--- src/rtl/imem_loader_pkg.sv ---
// Shared definitions for the instruction-memory loader: FSM encoding and frame geometry.
package imem_loader_pkg;

    typedef enum logic [2:0] {
        IDLE,
        LEN_LO,
        LEN_HI,
        DATA,
        CHECK
    } state_t;

    localparam int HEADER_BYTES   = 2;
    localparam int BYTES_PER_WORD = 4;

endpackage

--- src/rtl/imem_loader.sv ---
// Receives a length-prefixed, checksummed byte stream and writes it word by word
// into the instruction RAM, holding the core in reset for the duration of the load.
module imem_loader
    import imem_loader_pkg::*;
#(
    parameter int ADDR_WIDTH     = 8,
    parameter int TIMEOUT_CYCLES = 1000000
) (
    input  logic                  clk,
    input  logic                  reset,
    input  logic                  start,
    input  logic                  rx_valid,
    input  logic [7:0]            rx_data,
    output logic                  mem_we,
    output logic [ADDR_WIDTH-1:0] mem_addr,
    output logic [31:0]           mem_wdata,
    output logic                  busy,
    output logic                  hold_cpu,
    output logic                  done,
    output logic                  error
);

    localparam int TW   = $clog2(TIMEOUT_CYCLES + 1);
    localparam int LW   = $clog2(BYTES_PER_WORD);
    localparam int IW   = ADDR_WIDTH + 1;
    localparam int LENW = 8 * HEADER_BYTES;
    localparam logic [LW-1:0]   LAST_LANE = LW'(BYTES_PER_WORD - 1);
    localparam logic [LENW-1:0] MAX_WORDS = LENW'(2 ** ADDR_WIDTH);
    localparam logic [TW-1:0]   TMO_LAST  = TW'(TIMEOUT_CYCLES - 1);

    state_t                           state, state_next;
    logic [TW-1:0]                    tmo_cnt;
    logic [LW-1:0]                    lane;
    logic [IW-1:0]                    widx;
    logic [7:0]                       csum;
    logic [LENW-1:0]                  len;
    logic [8*(BYTES_PER_WORD-1)-1:0]  asm_q;

    logic [LENW-1:0] n_hdr;
    logic            len_ok;
    logic            timeout;
    logic            word_end;
    logic            last_word;
    logic            we_next;
    logic            done_next;
    logic            err_set;

    // The top length byte completes N; an empty or oversized image is refused up front.
    assign n_hdr     = {rx_data, len[7:0]};
    assign len_ok    = (n_hdr != '0) && (n_hdr <= MAX_WORDS);
    // A byte arriving on the final idle cycle rescues the frame.
    assign timeout   = (state != IDLE) && !rx_valid && (tmo_cnt == TMO_LAST);
    assign word_end  = (state == DATA) && rx_valid && (lane == LAST_LANE);
    assign last_word = word_end && (LENW'(widx) + LENW'(1) == len);

    always_ff @(posedge clk or posedge reset) begin
        if (reset) begin
            state <= IDLE;
        end else begin
            // NOTE: every flop is updated with <= so all registers see pre-edge values.
            state <= state_next;
        end
    end

    always_comb begin
        // NOTE: default first, so no path through the case leaves state_next unassigned (no latch).
        state_next = state;
        if (timeout) begin
            state_next = IDLE;
        end else begin
            case (state)
                IDLE:    if (start)     state_next = LEN_LO;
                LEN_LO:  if (rx_valid)  state_next = LEN_HI;
                LEN_HI:  if (rx_valid)  state_next = len_ok ? DATA : IDLE;
                DATA:    if (last_word) state_next = CHECK;
                CHECK:   if (rx_valid)  state_next = IDLE;
                default:                state_next = IDLE;
            endcase
        end
    end

    always_comb begin
        we_next   = word_end;
        done_next = (state == CHECK) && rx_valid && (rx_data == csum);
        err_set   = timeout
                  || ((state == LEN_HI) && rx_valid && !len_ok)
                  || ((state == CHECK)  && rx_valid && (rx_data != csum));
    end

    // NOTE: only loader state is reset here; the instruction RAM itself is never cleared.
    always_ff @(posedge clk or posedge reset) begin
        if (reset) begin
            mem_we    <= 1'b0;
            mem_addr  <= '0;
            mem_wdata <= '0;
            busy      <= 1'b0;
            hold_cpu  <= 1'b0;
            done      <= 1'b0;
            error     <= 1'b0;
            tmo_cnt   <= '0;
            lane      <= '0;
            widx      <= '0;
            csum      <= '0;
            len       <= '0;
            asm_q     <= '0;
        end else begin
            mem_we   <= we_next;
            done     <= done_next;
            busy     <= (state_next != IDLE);
            hold_cpu <= (state_next != IDLE);

            if (state == IDLE && start) begin
                error <= 1'b0;
            end else if (err_set) begin
                error <= 1'b1;
            end

            if (state_next != state || rx_valid) begin
                tmo_cnt <= '0;
            end else if (state != IDLE) begin
                tmo_cnt <= tmo_cnt + 1'b1;
            end

            // A new session discards any partial word left behind by an aborted frame.
            if (state == IDLE && start) begin
                csum <= '0;
                lane <= '0;
                widx <= '0;
            end

            if (state == LEN_LO && rx_valid) begin
                len[7:0] <= rx_data;
            end
            if (state == LEN_HI && rx_valid) begin
                len <= n_hdr;
            end

            if (state == DATA && rx_valid) begin
                csum <= csum + rx_data;
                lane <= lane + 1'b1;
                if (lane != LAST_LANE) begin
                    asm_q[8*lane +: 8] <= rx_data;
                end else begin
                    mem_wdata <= {rx_data, asm_q};
                    mem_addr  <= widx[ADDR_WIDTH-1:0];
                    widx      <= widx + 1'b1;
                end
            end
        end
    end

endmodule

--- config.mk ---
export PLATFORM = sky130hd
export DESIGN_NAME = imem_loader
export DESIGN_NICKNAME = d
export VERILOG_FILES = /design/src/rtl/imem_loader_pkg.sv /design/src/rtl/imem_loader.sv
export SDC_FILE = /design/constraint.sdc
export NUM_CORES = 1
export LEC_CHECK = 0
export BUFFER_PORTS_ARGS = -buffer_cell sky130_fd_sc_hd__buf_4
export CORE_ASPECT_RATIO = 0.5
export CORE_MARGIN = 10
export CORE_UTILIZATION = 25
export DETAILED_ROUTE_END_ITERATION = 10
export SKIP_LAST_GASP = 1
export SLEW_MARGIN = 10
export SYNTH_ARGS = -nofsm -noshare
export SYNTH_HDL_FRONTEND = slang
export SYNTH_SLANG_ARGS = --single-unit
--- constraint.sdc ---
create_clock -name clk -period 10.56 [get_ports clk]
set_input_delay 1.056 -clock clk [delete_from_list [all_inputs] [get_ports clk]]
set_output_delay 1.056 -clock clk [all_outputs]
set_load 0.03 [all_outputs]
==> impl_metrics.py <==
metrics = {
    "floorplan": {
        "dieWidth_microns": 241.0,
        "dieArea_sq_um": 31450,
        "start_util_pct": 25.41,
        "fp.dieH_microns": 130.5,
        "design.portCount": 57,
        "num_rows": 40,
        "core_area_sq_um": 24020,
    },
    "timing": {
        "post-route-period-util_pct": 36.01,
        "tightestPinTransition_ns": 1.102,
        "timing.hold.ws_ns": 0.4685,
        "finalSetupViolations": 0,
        "hold_viol": 0,
        "rsz0062_at_grt": "no",
        "finalCriticalPeriod_ns": 3.803,
        "finalWorstSetupSlack_ns": 6.757,
        "max-slew-margin-rel_pct": 26.34,
        "clock_skew_ns": 0.01006,
        "finalSetupTns_ns": 0,
        "maxSlewViolCount": 0,
        "fmax_mhz": 262.9,
    },
    "detailed_routing": {
        "totalWireLength_microns": 14560,
        "drt-wirelength-per-cell_microns": 14.43,
        "dr_total_vias": 4654,
        "vias_per_cell": 4.612,
        "first_pass_iters": 4,
        "ant_nets": 0,
        "drc": 0,
        "drtIter0Drc": 320,
    },
    "setup_path": {
        "crit_start": "rx_valid",
        "r2r_start": "state[0]",
        "cp_data_required_time_ns": 10.88,
        "crit_type": "primary input to flip-flop",
        "crit_fanout": 30,
        "cp-end-kind": "flip-flop",
        "critPathArrivalTime_ns": 4.12,
        "startpoint_type": "primary input",
    },
    "clock_tree": {
        "htreeDepth": 4,
        "post_cts_buffers": 0,
        "cts_buffer_depth": 2,
        "clkLatencyLatePin_ns": 0.43,
        "cts.repair.resized": 0,
        "ctsHoldBuffers": 0,
        "cts_tree": "done",
        "clk_pin_slew_worst_paths_ns": 0.06,
        "cts_buffers": 17,
        "clock_sinks": 126,
        "cts-root-buf": "clkbuf_16",
    },
    "synth": {
        "postSynthAreaPerCell_sq_um": 9.674,
        "synth.ff_latch_count": 126,
        "synth-edff-count": 0,
        "yosysTopAreaCellShare_pct": 51.65,
        "yosysSeqAreaShare_pct": 51.65,
        "synthCells": 631,
        "syn_nets": 658,
        "synth_cell_type_count": 60,
        "yosys.area.top_type": "dfrtp_1",
        "ys_warn_count": 0,
        "async_reset_ff_share_pct": 100.0,
        "synth_ff_type": "dfrtp_1",
        "syn_area_sq_um": 6105,
        "synth_area_leaders": "dfrtp_1 52%, nand2_1 12%, mux2_2 4.6%, o21ai_0 3.3%, xnor2_1 3.2%",
    },
    "global_route": {
        "grt_overflow": 0,
        "grt_pass1_wl_microns": 24040,
        "antenna_found_initial": 0,
        "grt_pass1_vias": 4640,
        "grt_max_degree": 65,
        "grt.total_usage_pct": 9.587,
    },
    "final_layout": {
        "utilization_pct": 30.70,
        "synthToLayoutAreaGrowth_pct": 20.80,
        "nNetsFinal": 708,
        "fill_cells": 2492,
        "diodes": 0,
        "drive_gt1_share_pct": 18.73,
    },
    "hold_path": {
        "hold_start": "asm_q[12]",
        "hold_path_class": "flip-flop to flip-flop",
    },
    "power": {
        "ir_drop_mv": 0.1037,
        "power.density_nw_per_um2": 223.4,
        "p_leak_nw": 3.446,
    },
    "run_status": {
        "status": "finished, final reports clean",
    },
    "placed_design": {
        "place_hpwl_microns": 9757,
        "dp_slack_ns": 6.309,
        "port_buffers": 56,
        "gp_congestion": 0.8423,
    },
    "run": {
        "max_cap_violations": 0,
    },
}
## stage by stage
stage,power (mW),cell area [sq um],instances
5_1_grt,1.742,7375,1009
2_1_floorplan,0.9848,6105,631
3_3_place_gp,1.085,6818,977
3_5_place_dp,1.102,6818,977
6_report,1.647,7375,1009
4_1_cts,1.661,7375,1009
## cells in the final DEF (no fill, tap or decap), types with 4 or more instances in the layout
cell type,count
clkbuf_16,17
dfrtp_1,126
o21ai_0,40
a22o_1,8
nor2b_1,5
clkinv_2,5
xor2_1,13
and4_1,4
xnor2_1,22
mux2_2,25
inv_1,9
nor4_1,5
nand4_1,6
nand2_1,190
nor3_1,11
a21oi_1,25
and2_1,4
and3_1,5
nor2_1,17
nand3_1,16
o211ai_1,4
buf_4,59
ha_1,14
## where the power goes
group          leakage [nW]  internal (mW)  switching [mW]  total (mW)
Clock                 0.274          0.330           0.225       0.555
Sequential             1.70          0.576          0.0803       0.656
Combinational          1.47          0.186           0.251       0.436
Total                  3.45           1.09           0.556        1.65
## path summary, 6_finish.rpt
path | end | slack (ns) | depth (start not counted)
worst max register to register | tmo_cnt[2] | 6.92 | 9
max in group asynchronous | widx[7] | 8.47 | 3
min in group asynchronous | mem_wdata[25] | 0.76 | 2
worst min register to register | mem_wdata[12] | 0.47 | 2
worst max-delay path | tmo_cnt[2] | 6.76 | 10
worst min-delay path | mem_wdata[12] | 0.47 | 2
## per-layer routing
metal  vias up  routed length, microns  track usage (%)  part of all wire, %
met2        56                    7423            16.25                   51
met4         0                     232            4.300                  1.6
li1       2262                       -                -                    -
met5         -                       0                0                    0
met1      2316                    6523            11.32                   45
met3        20                     379            2.571                  2.6
## cell families after synthesis
family          Yosys count  share of synthesized area [%]
mux                      27                          4.940
compound gates          103                          10.82
flops                   126                          51.65
xor+xnor                 36                          5.390
buf+inv                  38                          2.685
simple gates            286                          21.32
fa+ha+maj                15                          3.197
## cell type report
type	count	area, sq um	area share, %
clock inverters	13	113.9	1.544
inverters	10	40.04	0.5429
clock buffers	19	442.9	6.006
well taps	315	394.1	5.344
flip-flops and latches	126	3153	42.76
repair buffers	59	442.9	6.006
multi-input cells	467	2788	37.80
## cell usage after synthesis, drive strengths merged, types with 4 or more instances
| cell type | count |
|---|---|
| inv | 10 |
| nand2 | 191 |
| nor2 | 18 |
| o21ai | 40 |
| xor2 | 13 |
| a22o | 8 |
| nand3 | 16 |
| a21oi | 25 |
| nand4 | 6 |
| xnor2 | 22 |
| nor2b | 5 |
| dfrtp | 126 |
| mux2 | 25 |
| clkbuf | 13 |
| and4 | 4 |
| o211ai | 4 |
| nor4 | 5 |
| buf | 15 |
| nor3 | 13 |
| nor4b | 4 |
| and3 | 5 |
| and2 | 4 |
| ha | 14 |
## flip-flops by register name, indices dropped and copies added, names as in the netlist
signal / flops
asm_q: 24
csum: 8
done: 1
error: 1
hold_cpu: 1
lane: 2
len: 16
mem_addr: 8
mem_wdata: 32
mem_we: 1
state: 3
tmo_cnt: 20
widx: 9
## critical path, stage by stage
cell,delay (ns)
buf_4,0.17
and4b_1,0.56
nand2_2,0.10
inv_1,0.23
buf_4,0.37
nand2_1,0.09
or4_4,0.43
o21a_1,0.22
a21o_1,0.43
a2111oi_2,0.44
(Power assumes the default switching activity.)
